===== config.mk =====
export PLATFORM = sky130hd
export DESIGN_NAME = noc_inject_arb
export DESIGN_NICKNAME = d
export VERILOG_FILES = /design/src/rtl/noc_inject_arb_pkg.sv /design/src/rtl/noc_inject_arb_fifo.sv /design/src/rtl/noc_inject_arb.sv
export SDC_FILE = /design/constraint.sdc
export NUM_CORES = 1
export LEC_CHECK = 0
export BUFFER_PORTS_ARGS = -buffer_cell sky130_fd_sc_hd__buf_2
export CAP_MARGIN = 10
export CORE_ASPECT_RATIO = 2
export CORE_MARGIN = 1.5
export CORE_UTILIZATION = 45
export CTS_BUF_LIST = sky130_fd_sc_hd__clkbuf_16
export CTS_CLUSTER_SIZE = 20
export DETAILED_ROUTE_END_ITERATION = 16
export HOLD_SLACK_MARGIN = 0.05
export PLACE_DENSITY = 0.64
export SETUP_SLACK_MARGIN = 0.15
export SYNTH_ARGS = -nofsm -noshare
export SYNTH_HDL_FRONTEND = slang
export SYNTH_SLANG_ARGS = --single-unit

===== constraint.sdc =====
create_clock -name clk -period 3.77 [get_ports clk]
set_clock_uncertainty 0.05 [all_clocks]
set_input_delay 0.9425 -clock clk [delete_from_list [all_inputs] [get_ports clk]]
set_output_delay 0.9425 -clock clk [all_outputs]
set_load 0.005 [all_outputs]

===== src/rtl/noc_inject_arb_pkg.sv =====
// Shared types and helpers for the NoC injection arbiter.
// Packet layout: {valid bit, address [A_W+D_W-1:D_W], data [D_W-1:0]}.
package noc_inject_arb_pkg;

  typedef enum logic {
    ST_ARB  = 1'b0,
    ST_HOLD = 1'b1
  } arb_state_t;

  // Round-robin successor of a requester index, wrapping K-1 back to 0.
  function automatic int rr_next(input int idx, input int k);
    return (idx + 1 >= k) ? 0 : idx + 1;
  endfunction

endpackage


===== src/rtl/noc_inject_arb_fifo.sv =====
// Per-requester packet FIFO; pointers wrap naturally, count is one bit wider than the pointers.
module noc_inject_arb_fifo #(
  parameter int P_W   = 35,
  parameter int DEPTH = 4
) (
  input  logic                     clk,
  input  logic                     rst,
  input  logic                     push,
  input  logic                     pop,
  input  logic [P_W-1:0]           din,
  output logic [P_W-1:0]           head,
  output logic                     full,
  output logic                     empty,
  output logic [$clog2(DEPTH):0]   count
);

  localparam int PTR_W = $clog2(DEPTH);

  logic [P_W-1:0]   mem [DEPTH];
  logic [PTR_W-1:0] wr_ptr;
  logic [PTR_W-1:0] rd_ptr;
  logic             do_push;
  logic             do_pop;

  // A full FIFO refuses the write even when a pop happens in the same cycle.
  assign full    = (count == (PTR_W+1)'(DEPTH));
  assign empty   = (count == '0);
  assign do_push = push & ~full;
  assign do_pop  = pop & ~empty;
  assign head    = mem[rd_ptr];

  always_ff @(posedge clk) begin
    if (do_push) mem[wr_ptr] <= din;
  end

  always_ff @(posedge clk) begin
    if (rst) begin
      wr_ptr <= '0;
      rd_ptr <= '0;
      count  <= '0;
    end else begin
      if (do_push) wr_ptr <= wr_ptr + 1'b1;
      if (do_pop)  rd_ptr <= rd_ptr + 1'b1;
      case ({do_push, do_pop})
        2'b10:   count <= count + 1'b1;
        2'b01:   count <= count - 1'b1;
        default: count <= count;
      endcase
    end
  end

endmodule


===== src/rtl/noc_inject_arb.sv =====
// Round-robin injection arbiter: K local sources share one registered client injection port,
// with optional burst holding of the grant and router backpressure on the output stage.
module noc_inject_arb
  import noc_inject_arb_pkg::*;
#(
  parameter int N     = 2,
  parameter int D_W   = 32,
  parameter int A_W   = $clog2(N) + 1,
  parameter int K     = 4,
  parameter int DEPTH = 4,
  parameter int BURST = 1,
  localparam int P_W  = A_W + D_W + 1
) (
  input  logic               clk,
  input  logic               rst,
  input  logic               ce,
  input  logic [K*P_W-1:0]   req_d,
  input  logic [K-1:0]       req_v,
  output logic [K-1:0]       req_bp,
  output logic [P_W-1:0]     c_o,
  output logic               c_o_v,
  input  logic               c_o_bp,
  output logic [K-1:0]       grant,
  output logic               idle
);

  localparam int CNT_W = $clog2(DEPTH) + 1;
  localparam int RR_W  = $clog2(K);
  localparam int BC_W  = $clog2(BURST + 1);

  logic [P_W-1:0]   fifo_head  [K];
  logic [CNT_W-1:0] fifo_count [K];
  logic [K-1:0]     fifo_full;
  logic [K-1:0]     fifo_empty;
  logic [K-1:0]     push;
  logic [K-1:0]     pop;

  arb_state_t       state, state_n;
  logic [RR_W-1:0]  rr_ptr, rr_n;
  logic [RR_W-1:0]  owner, owner_n;
  logic [BC_W-1:0]  burst_cnt, bc_n;
  logic [RR_W-1:0]  sel_idx;
  logic             sel_v;
  logic             more;
  logic             ld;
  logic             c_o_v_n;

  assign ld     = ce & ~c_o_bp;
  assign req_bp = fifo_full;
  assign push   = req_v & ~fifo_full & {K{ce}};
  assign pop    = (ld && sel_v) ? (K'(1) << sel_idx) : '0;

  for (genvar g = 0; g < K; g++) begin : g_fifo
    noc_inject_arb_fifo #(.P_W(P_W), .DEPTH(DEPTH)) u_fifo (
      .clk   (clk),
      .rst   (rst),
      .push  (push[g]),
      .pop   (pop[g]),
      .din   (req_d[g*P_W +: P_W]),
      .head  (fifo_head[g]),
      .full  (fifo_full[g]),
      .empty (fifo_empty[g]),
      .count (fifo_count[g])
    );
  end

  // In HOLD only the owner may be selected; in ARB the scan starts at rr_ptr.
  always_comb begin
    int cand;
    cand    = 0;
    sel_v   = 1'b0;
    sel_idx = '0;
    if (state == ST_HOLD) begin
      if (!fifo_empty[owner]) begin
        sel_v   = 1'b1;
        sel_idx = owner;
      end
    end else begin
      for (int off = 0; off < K; off++) begin
        cand = int'(rr_ptr) + off;
        if (cand >= K) cand = cand - K;
        if (!sel_v && !fifo_empty[cand]) begin
          sel_v   = 1'b1;
          sel_idx = RR_W'(cand);
        end
      end
    end
  end

  assign more = (fifo_count[sel_idx] > CNT_W'(1));

  always_comb begin
    state_n = state;
    rr_n    = rr_ptr;
    owner_n = owner;
    bc_n    = burst_cnt;
    if (ld) begin
      if (state == ST_ARB) begin
        if (sel_v) begin
          bc_n = BC_W'(1);
          if (BURST > 1 && more) begin
            state_n = ST_HOLD;
            owner_n = sel_idx;
          end else begin
            rr_n = RR_W'(rr_next(int'(sel_idx), K));
          end
        end
      end else if (!sel_v) begin
        state_n = ST_ARB;
        rr_n    = RR_W'(rr_next(int'(owner), K));
      end else begin
        bc_n = burst_cnt + 1'b1;
        if (int'(burst_cnt) + 1 >= BURST || !more) begin
          state_n = ST_ARB;
          rr_n    = RR_W'(rr_next(int'(owner), K));
        end
      end
    end
  end

  assign c_o_v_n = ld ? sel_v : c_o_v;

  // Under backpressure the output stage, including the grant of the held packet, is frozen.
  always_ff @(posedge clk) begin
    if (rst) begin
      state     <= ST_ARB;
      rr_ptr    <= '0;
      owner     <= '0;
      burst_cnt <= '0;
      c_o       <= '0;
      c_o_v     <= 1'b0;
      grant     <= '0;
      idle      <= 1'b1;
    end else if (ce) begin
      state     <= state_n;
      rr_ptr    <= rr_n;
      owner     <= owner_n;
      burst_cnt <= bc_n;
      idle      <= (&fifo_empty) & ~c_o_v_n;
      if (ld) begin
        c_o_v <= sel_v;
        grant <= pop;
        if (sel_v) c_o <= fifo_head[sel_idx];
      end
    end
  end

endmodule

==> Word-level counts from Yosys, hierarchy flattened <==
Memories as Yosys holds them, arrays and structs flattened. A register that Yosys moved wholly into a read port is not among the register bits.
Cells that the tools add are included.
{ "op_classes": {"n_reduce_logical": 25, "n_eq_ne": 13, "bitwise": 24, "addsub": 26, "n_shift": 1, "n_lt_le_gt_ge": 12, "n_mux": 73} }
{ "op_table": {"columns": ["cell", "n"], "rows": [
  ["$mux 32", 8],
  ["$lt 32x4->1 const B", 4],
  ["$bmux 35 s2", 1],
  ["$mux 35", 2],
  ["$mux 2", 18],
  ["$mux 1", 32],
  ["$pmux 3 s2", 4],
  ["$add 2x1->2 const B", 8],
  ["$ge 3x3->1 const B", 5],
  ["$add 3x1->3 const B", 4],
  ["$eq 3x3->1 const B", 4],
  ["$logic_not 3->1", 4],
  ["$sub 3x1->3 const B", 4],
  ["$sub 3x3->4 const B", 3],
  ["$and 1x1->1", 10],
  ["$not 1->1", 10],
  ["$reduce_bool 2->1", 5],
  ["$and 4x4->4", 2],
  ["$bmux 1 s2", 4],
  ["$eq 2x1->1 const B", 4],
  ["$eq 2x2->1 const B", 4],
  ["$reduce_and 4->1", 2],
  ["$logic_not 1->1", 7],
  ["$add 2x1->3 const B", 2],
  ["other kinds (18)", 23]
]} }
{ "totals": {"wordCells": 197, "out_inout_bits": 45, "memories": 4, "ramBits": 560, "ff_bits": 73, "inputBits": 148} }
{ "mem_list": {"columns": ["name", "words", "word_bits", "rd", "rd_clocked_by_memory_dff", "wr", "line_no", "text"], "rows": [
  ["g_fifo[0].u_fifo.mem", 4, 35, 1, 1, 1, "noc_inject_arb_fifo.sv:19", "logic [P_W-1:0] mem [DEPTH];"],
  ["g_fifo[1].u_fifo.mem", 4, 35, 1, 1, 1, "noc_inject_arb_fifo.sv:19", null],
  ["g_fifo[2].u_fifo.mem", 4, 35, 1, 1, 1, "noc_inject_arb_fifo.sv:19", null],
  ["g_fifo[3].u_fifo.mem", 4, 35, 1, 1, 1, "noc_inject_arb_fifo.sv:19", null]
]} }

==> Longest topological paths before layout <==
{ "depth": {"word_depth": 30, "ltp_mapped": 14} }

==> Modules after synthesis <==
From an unflattened synthesis, not the netlist that was laid out.
{ "unflattened": {"hier_cells": 1200, "area_unflattened_um2": 24801.3} }
{ "by_module_without_submodules": {"columns": ["mod", "instances", "cells_each", "seq_area_each_um2", "area_per_inst_um2"], "rows": [
  ["noc_inject_arb_fifo", 4, 237, 4384.2, 5577.8],
  ["noc_inject_arb", 1, 252, 860.8, 2489.9]
]} }

==> Least setup slack after synthesis <==
OpenSTA, ideal clock, no wires.
{ "synth_path": {"path_type": "register -> register", "start": "reg g_fifo[0].u_fifo.count[2]", "end": "reg g_fifo[2].u_fifo.count[2]", "arrival_ns": 3.176, "setup_ns": 0.070, "slack_ns": 0.473, "n_path_buf": 2, "path_stages_with_launch": 15, "t_required_ns": 3.650, "path_cell_list": "dfxtp_1 -> or3_1 -> a211oi_1 -> o21ai_1 -> buf_2 -> buf_2 -> inv_1 -> ha_1 -> nor3b_1 -> ha_1 -> inv_1 -> fa_1 -> xor2_1 -> or3_1 -> a21oi_1"} }
{ "synth_between": {"elab_chain_cells": 23} }
{ "synth_lines": {"columns": ["element", "line_no", "text"], "rows": [
  ["start: declaration", "noc_inject_arb_fifo.sv:14", "output logic [$clog2(DEPTH):0] count"],
  ["start signal: assignment", "noc_inject_arb_fifo.sv:45", "2'b10: count <= count + 1'b1;"],
  ["start signal: assignment", "noc_inject_arb_fifo.sv:46", "2'b01: count <= count - 1'b1;"],
  ["start signal: assignment", "noc_inject_arb_fifo.sv:47", "default: count <= count;"],
  ["$logic_not 3->1 (*)", "noc_inject_arb_fifo.sv:27", "assign empty = (count == '0);"],
  ["$bmux 1 s2", "noc_inject_arb.sv:82", "if (!sel_v && !fifo_empty[cand]) begin"],
  ["$mux 1 (implied by the code) (2 in series)", "noc_inject_arb.sv:82", null],
  ["$mux 1", "noc_inject_arb.sv:82", null],
  ["$mux 1", "noc_inject_arb.sv:73", "if (state == ST_HOLD) begin"],
  ["$logic_not 1->1", "noc_inject_arb.sv:82", null],
  ["$logic_and 1x1->1", "noc_inject_arb.sv:82", null],
  ["$mux 1", "noc_inject_arb.sv:82", null],
  ["(+7 left out)", null, null],
  ["$mux 2 / $mux 1 (equally long branches)", "noc_inject_arb.sv:82", null],
  ["$mux 2 / $mux 1 (equally long branches)", "noc_inject_arb.sv:73", null],
  ["$shl 1x2->4 / $logic_and 1x1->1 (equally long branches)", "noc_inject_arb.sv:51", "assign pop = (ld && sel_v) ? (K'(1) << sel_idx) : '0;"],
  ["$mux 4 (*)", "noc_inject_arb.sv:51", null],
  ["$and 1x1->1 (*)", "noc_inject_arb_fifo.sv:29", "assign do_pop = pop & ~empty;"],
  ["net g_fifo[2].u_fifo.do_pop", "noc_inject_arb_fifo.sv:23", "logic do_pop;"],
  ["$eq 2x1->1 / $eq 2x2->1 (equally long branches)", "noc_inject_arb_fifo.sv:44", "case ({do_push, do_pop})"],
  ["$pmux 3 s2 / $reduce_bool 2->1 (equally long branches)", null, null],
  ["end signal: assignment", "noc_inject_arb_fifo.sv:45", null],
  ["end signal: assignment", "noc_inject_arb_fifo.sv:46", null],
  ["end signal: assignment", "noc_inject_arb_fifo.sv:47", null],
  ["end: declaration", "noc_inject_arb_fifo.sv:14", null]
]} }
Mark *: on every way through the listed nets, which the timed path passes. The rest lies on a longest branch. The select of a mux whose other input is x is not followed.
A chain may end at the register's enable or synchronous reset.

==> Final worst setup path <==
{ "layout_path": {"start": "reg g_fifo[3].u_fifo.count[2]", "end": "reg g_fifo[1].u_fifo.count[2]"} }
{ "layout_between": {"elab_chain_cells": 23} }
{ "layout_lines": {"columns": ["element", "line_no"], "rows": [
  ["start: declaration", "noc_inject_arb_fifo.sv:14"],
  ["start signal: assignment", "noc_inject_arb_fifo.sv:45"],
  ["start signal: assignment", "noc_inject_arb_fifo.sv:46"],
  ["start signal: assignment", "noc_inject_arb_fifo.sv:47"],
  ["$logic_not 3->1 (*)", "noc_inject_arb_fifo.sv:27"],
  ["$bmux 1 s2", "noc_inject_arb.sv:82"],
  ["$mux 1 (implied by the code) (2 in series)", "noc_inject_arb.sv:82"],
  ["$mux 1", "noc_inject_arb.sv:82"],
  ["$mux 1", "noc_inject_arb.sv:73"],
  ["$logic_not 1->1", "noc_inject_arb.sv:82"],
  ["$logic_and 1x1->1", "noc_inject_arb.sv:82"],
  ["$mux 1", "noc_inject_arb.sv:82"],
  ["(+7 left out)", null],
  ["$mux 2 / $mux 1 (equally long branches)", "noc_inject_arb.sv:82"],
  ["$mux 2 / $mux 1 (equally long branches)", "noc_inject_arb.sv:73"],
  ["$shl 1x2->4 / $logic_and 1x1->1 (equally long branches)", "noc_inject_arb.sv:51"],
  ["$mux 4 (*)", "noc_inject_arb.sv:51"],
  ["$and 1x1->1 (*)", "noc_inject_arb_fifo.sv:29"],
  ["net g_fifo[1].u_fifo.do_pop", "noc_inject_arb_fifo.sv:23"],
  ["$eq 2x1->1 / $eq 2x2->1 (equally long branches)", "noc_inject_arb_fifo.sv:44"],
  ["$pmux 3 s2 / $reduce_bool 2->1 (equally long branches)", null],
  ["end signal: assignment", "noc_inject_arb_fifo.sv:45"],
  ["end signal: assignment", "noc_inject_arb_fifo.sv:46"],
  ["end signal: assignment", "noc_inject_arb_fifo.sv:47"],
  ["end: declaration", "noc_inject_arb_fifo.sv:14"]
]} }
Marked as above.

==> impl_metrics.env <==
export IMPL_grt_pass1_vias=12701
export IMPL_root_buffer="clkbuf_16"
export IMPL_p_seq_share_pct=54.5
export IMPL_reg2reg_to="g_fifo[1].u_fifo.count[2]$_SDFFE_PP0P_"
export IMPL_core_area_um2=54200
export IMPL_cts_resized=0
export IMPL_fin_nets=1577
export IMPL_yosysWarnings=0
export IMPL_setup_viol=0
export IMPL_die_area_um2=56200
export IMPL_die_h_um=334
export IMPL_syn_area_um2=24600
export IMPL_drive_above_1_share_pct=35.5
export IMPL_p_leak_nw=9.56
export IMPL_synth_fp_nets=1362
export IMPL_clkPwrFrac_pct=36.9
export IMPL_multi_input_area_um2=5840
export IMPL_path_max_fanout=32
export IMPL_use_met2_pct=35.3
export IMPL_clock_latency_ns=0.60
export IMPL_hold_class="reg -> reg"
export IMPL_cts_htree_levels=2
export IMPL_finalSetupTns_ns=0
export IMPL_grt_usage_pct=19.8
export IMPL_rsz0062_at_grt="no"
export IMPL_relSlewSlack_pct=33.1
export IMPL_synth_avg_cell_area_um2=20.8
export IMPL_netSwitchingFraction_pct=22.5
export IMPL_drt_iter0_markers=696
export IMPL_hold_viol_final=0
export IMPL_worstMarginPinSlew_ns=1.00
export IMPL_cts_hold_buffers=0
export IMPL_clock_path_buffers=3
export IMPL_period_minus_slack_ns=3.39
export IMPL_status="completed"
export IMPL_num_io_pins=193
export IMPL_grt_pass1_wl_um=81100
export IMPL_crit_required_ns=4.23
export IMPL_dpl_cell_count=2023
export IMPL_worstSetupPathType="reg -> reg"
export IMPL_rr_startpoint="g_fifo[3].u_fifo.count[2]$_SDFFE_PP0P_"
export IMPL_wl_per_cell_um=25.5
export IMPL_clk_pin_slew_worst_paths_ns=0.07
export IMPL_synthDistinctLibCells=44
export IMPL_ys_ff_latch=639
export IMPL_start_util_pct=45.4
export IMPL_setup_worst_path_start="g_fifo[3].u_fifo.count[2]$_SDFFE_PP0P_"
export IMPL_busiest_layer="met2"
export IMPL_combPwrFrac_pct=8.6
export IMPL_syn2layout_area_growth_pct=14.3
export IMPL_synth_edff_count=560
export IMPL_period_share_pct=90.0
export IMPL_utilization_pct=52.0
export IMPL_fillCellCount=4374
export IMPL_dp_hpwl_um=35400
export IMPL_grt_use_met3_pct=3.92
export IMPL_power_switching_w=0.00332
export IMPL_power_density_nw_per_um2=523
export IMPL_p_int_w=0.0114
export IMPL_first_pass_iters=5
export IMPL_gr_total_overflow=0
export IMPL_chipWidth_um=168
export IMPL_postRouteAntennaNets=0
export IMPL_slew_violations=0
export IMPL_netlist_instances=1186
export IMPL_dp_slack_ns=0.215
export IMPL_yosysSeqAreaShare_pct=74.7
export IMPL_regArea_um2=18400
export IMPL_fmax_mhz=295
export IMPL_drc_errors=0
export IMPL_cts_made_buffers=52
export IMPL_holdWs_ns=0.423
export IMPL_antenna_found_initial=17
export IMPL_layout_setup_ws_ns=0.376
export IMPL_endpoint="g_fifo[1].u_fifo.count[2]$_SDFFE_PP0P_"
export IMPL_cts_tree="done"
export IMPL_rows=121
export IMPL_start_kind="flop"
export IMPL_async_flop_share_pct=0
export IMPL_cap_violations=0
export IMPL_fin_cells=2128
export IMPL_ir_worst_vdd_uv=374
export IMPL_num_vias=11905
export IMPL_grt_max_degree=42
export IMPL_clock_sinks=639
export IMPL_vias_per_cell=5.59
export IMPL_gp_congestion=0.767
export IMPL_synthFlopType="edfxtp_1"
export IMPL_grt_util_met1_pct=24.2
export IMPL_end_kind="flop"
export IMPL_r2r_slack_ns=0.38
export IMPL_drt_total_wl_um=54200
export IMPL_port_buffers=192
export IMPL_worst_r2r_path_depth=12
export IMPL_crit_arrival_ns=3.85
export IMPL_post_cts_buffers=0
==> area by class of cell <==
cell class              instances  area share, %
inverters                      27          0.360
clock inverters                44           1.34
clock buffers                  53           4.71
multi-input cells             459           20.7
diodes                          8         0.0711
well taps                     676           3.00
repair buffers                222           4.40
flip-flops and latches        639           65.4
==> worst min-delay path by stage <==
stage	startpoint	cells after the start	slack, ns	end
5_1_grt	grant[3]$_SDFFE_PP0P_	2	0.44	grant[3]$_SDFFE_PP0P_
6_report	grant[1]$_SDFFE_PP0P_	2	0.42	grant[1]$_SDFFE_PP0P_
3_5_place_dp	grant[1]$_SDFFE_PP0P_	2	0.40	grant[1]$_SDFFE_PP0P_
3_3_place_gp	grant[1]$_SDFFE_PP0P_	2	0.40	grant[1]$_SDFFE_PP0P_
4_1_cts	grant[1]$_SDFFE_PP0P_	2	0.42	grant[1]$_SDFFE_PP0P_
2_1_floorplan	grant[0]$_SDFFE_PP0P_	2	0.40	grant[0]$_SDFFE_PP0P_
==> through the flow <==
stage | cell area [um2] | total power (W)
floorplan | 24600 | 0.00894
global placement | 26400 | 0.00941
detailed placement | 26400 | 0.00946
CTS | 28100 | 0.0149
global route | 28100 | 0.0152
finish | 28200 | 0.0147
==> cells by family (layout without fill, tap and decap cells) <==
logic type | count (synthesis) | count (layout) | share of synthesized area [%]
DFF | 639 | 639 | 74.7
muxes | 215 | 215 | 15.8
and+or+nand+nor | 133 | 133 | 2.65
buffers and inverters | 88 | 346 | 1.80
AOI/OAI and AO/OA | 63 | 63 | 2.76
adders and majority gates | 28 | 28 | 1.54
xor gates and xnor gates | 20 | 20 | 0.711
other | 0 | 8 | 0
==> cells in the mapped netlist (16+ instances only) <==
cell	count	share of area [%]
edfxtp_1	560	68
mux4_2	140	13
dfxtp_1	79	6.4
mux2i_1	75	3.0
nand2_1	46	0.70
nor2_1	39	0.59
o221ai_2	31	1.9
inv_1	27	0.41
buf_2	25	0.51
clkbuf_1	25	0.38
ha_1	24	1.2
and2_1	16	0.41
==> sequential cells by signal, indices dropped and copies added (netlist names), named ones only <==
register / flops
c_o_v: 1
g_fifo.u_fifo.rd_ptr: 8
idle: 1
g_fifo.u_fifo.count: 12
c_o: 35
rr_ptr: 2
g_fifo.u_fifo.wr_ptr: 8
g_fifo.u_fifo.mem: 560
grant: 4
==> worst max-delay path, cell delays in order, from the launching register on <==
cell and delay [ns]:
dfxtp_1 0.34, nor3_1 0.40, o21ai_1 0.19, o21ai_4 0.18
buf_6 0.40, ha_1 0.26, and3_1 0.22, ha_1 0.20
inv_1 0.06, fa_1 0.37, xor2_1 0.16, or3_1 0.31
a21oi_1 0.16
==> layer usage <==
layer,share of wire [%],wire [um],vias to the layer above
li1,-,-,5227
met1,39,21200,6288
met2,53,28600,286
met3,5.4,2930,86
met4,2.4,1320,18
met5,0.21,112,-
==> cell usage in the layout (no fill, tap or decap), drive strengths merged, types with 16 or more instances in the layout <==
cell and instances:
and2 16, buf 222, clkbuf 53, clkinv 20, dfxtp 79, edfxtp 560, ha 24, inv 39
mux2i 75, mux4 140, nand2 46, nor2 39, o221ai 35
==> power by group through the flow <==
| stage | clock network (W) | logic (W) | registers [W] |
|---|---|---|---|
| final | 0.00544 | 0.00127 | 0.00802 |
| after global routing | 0.00580 | 0.00137 | 0.00804 |
| after CTS | 0.00558 | 0.00128 | 0.00803 |
| after detailed placement | 0 | 0.00128 | 0.00818 |
| after global placement | 0 | 0.00124 | 0.00817 |
| after floorplan | 0 | 0.000809 | 0.00813 |
Power figures use the tool's default switching activity.
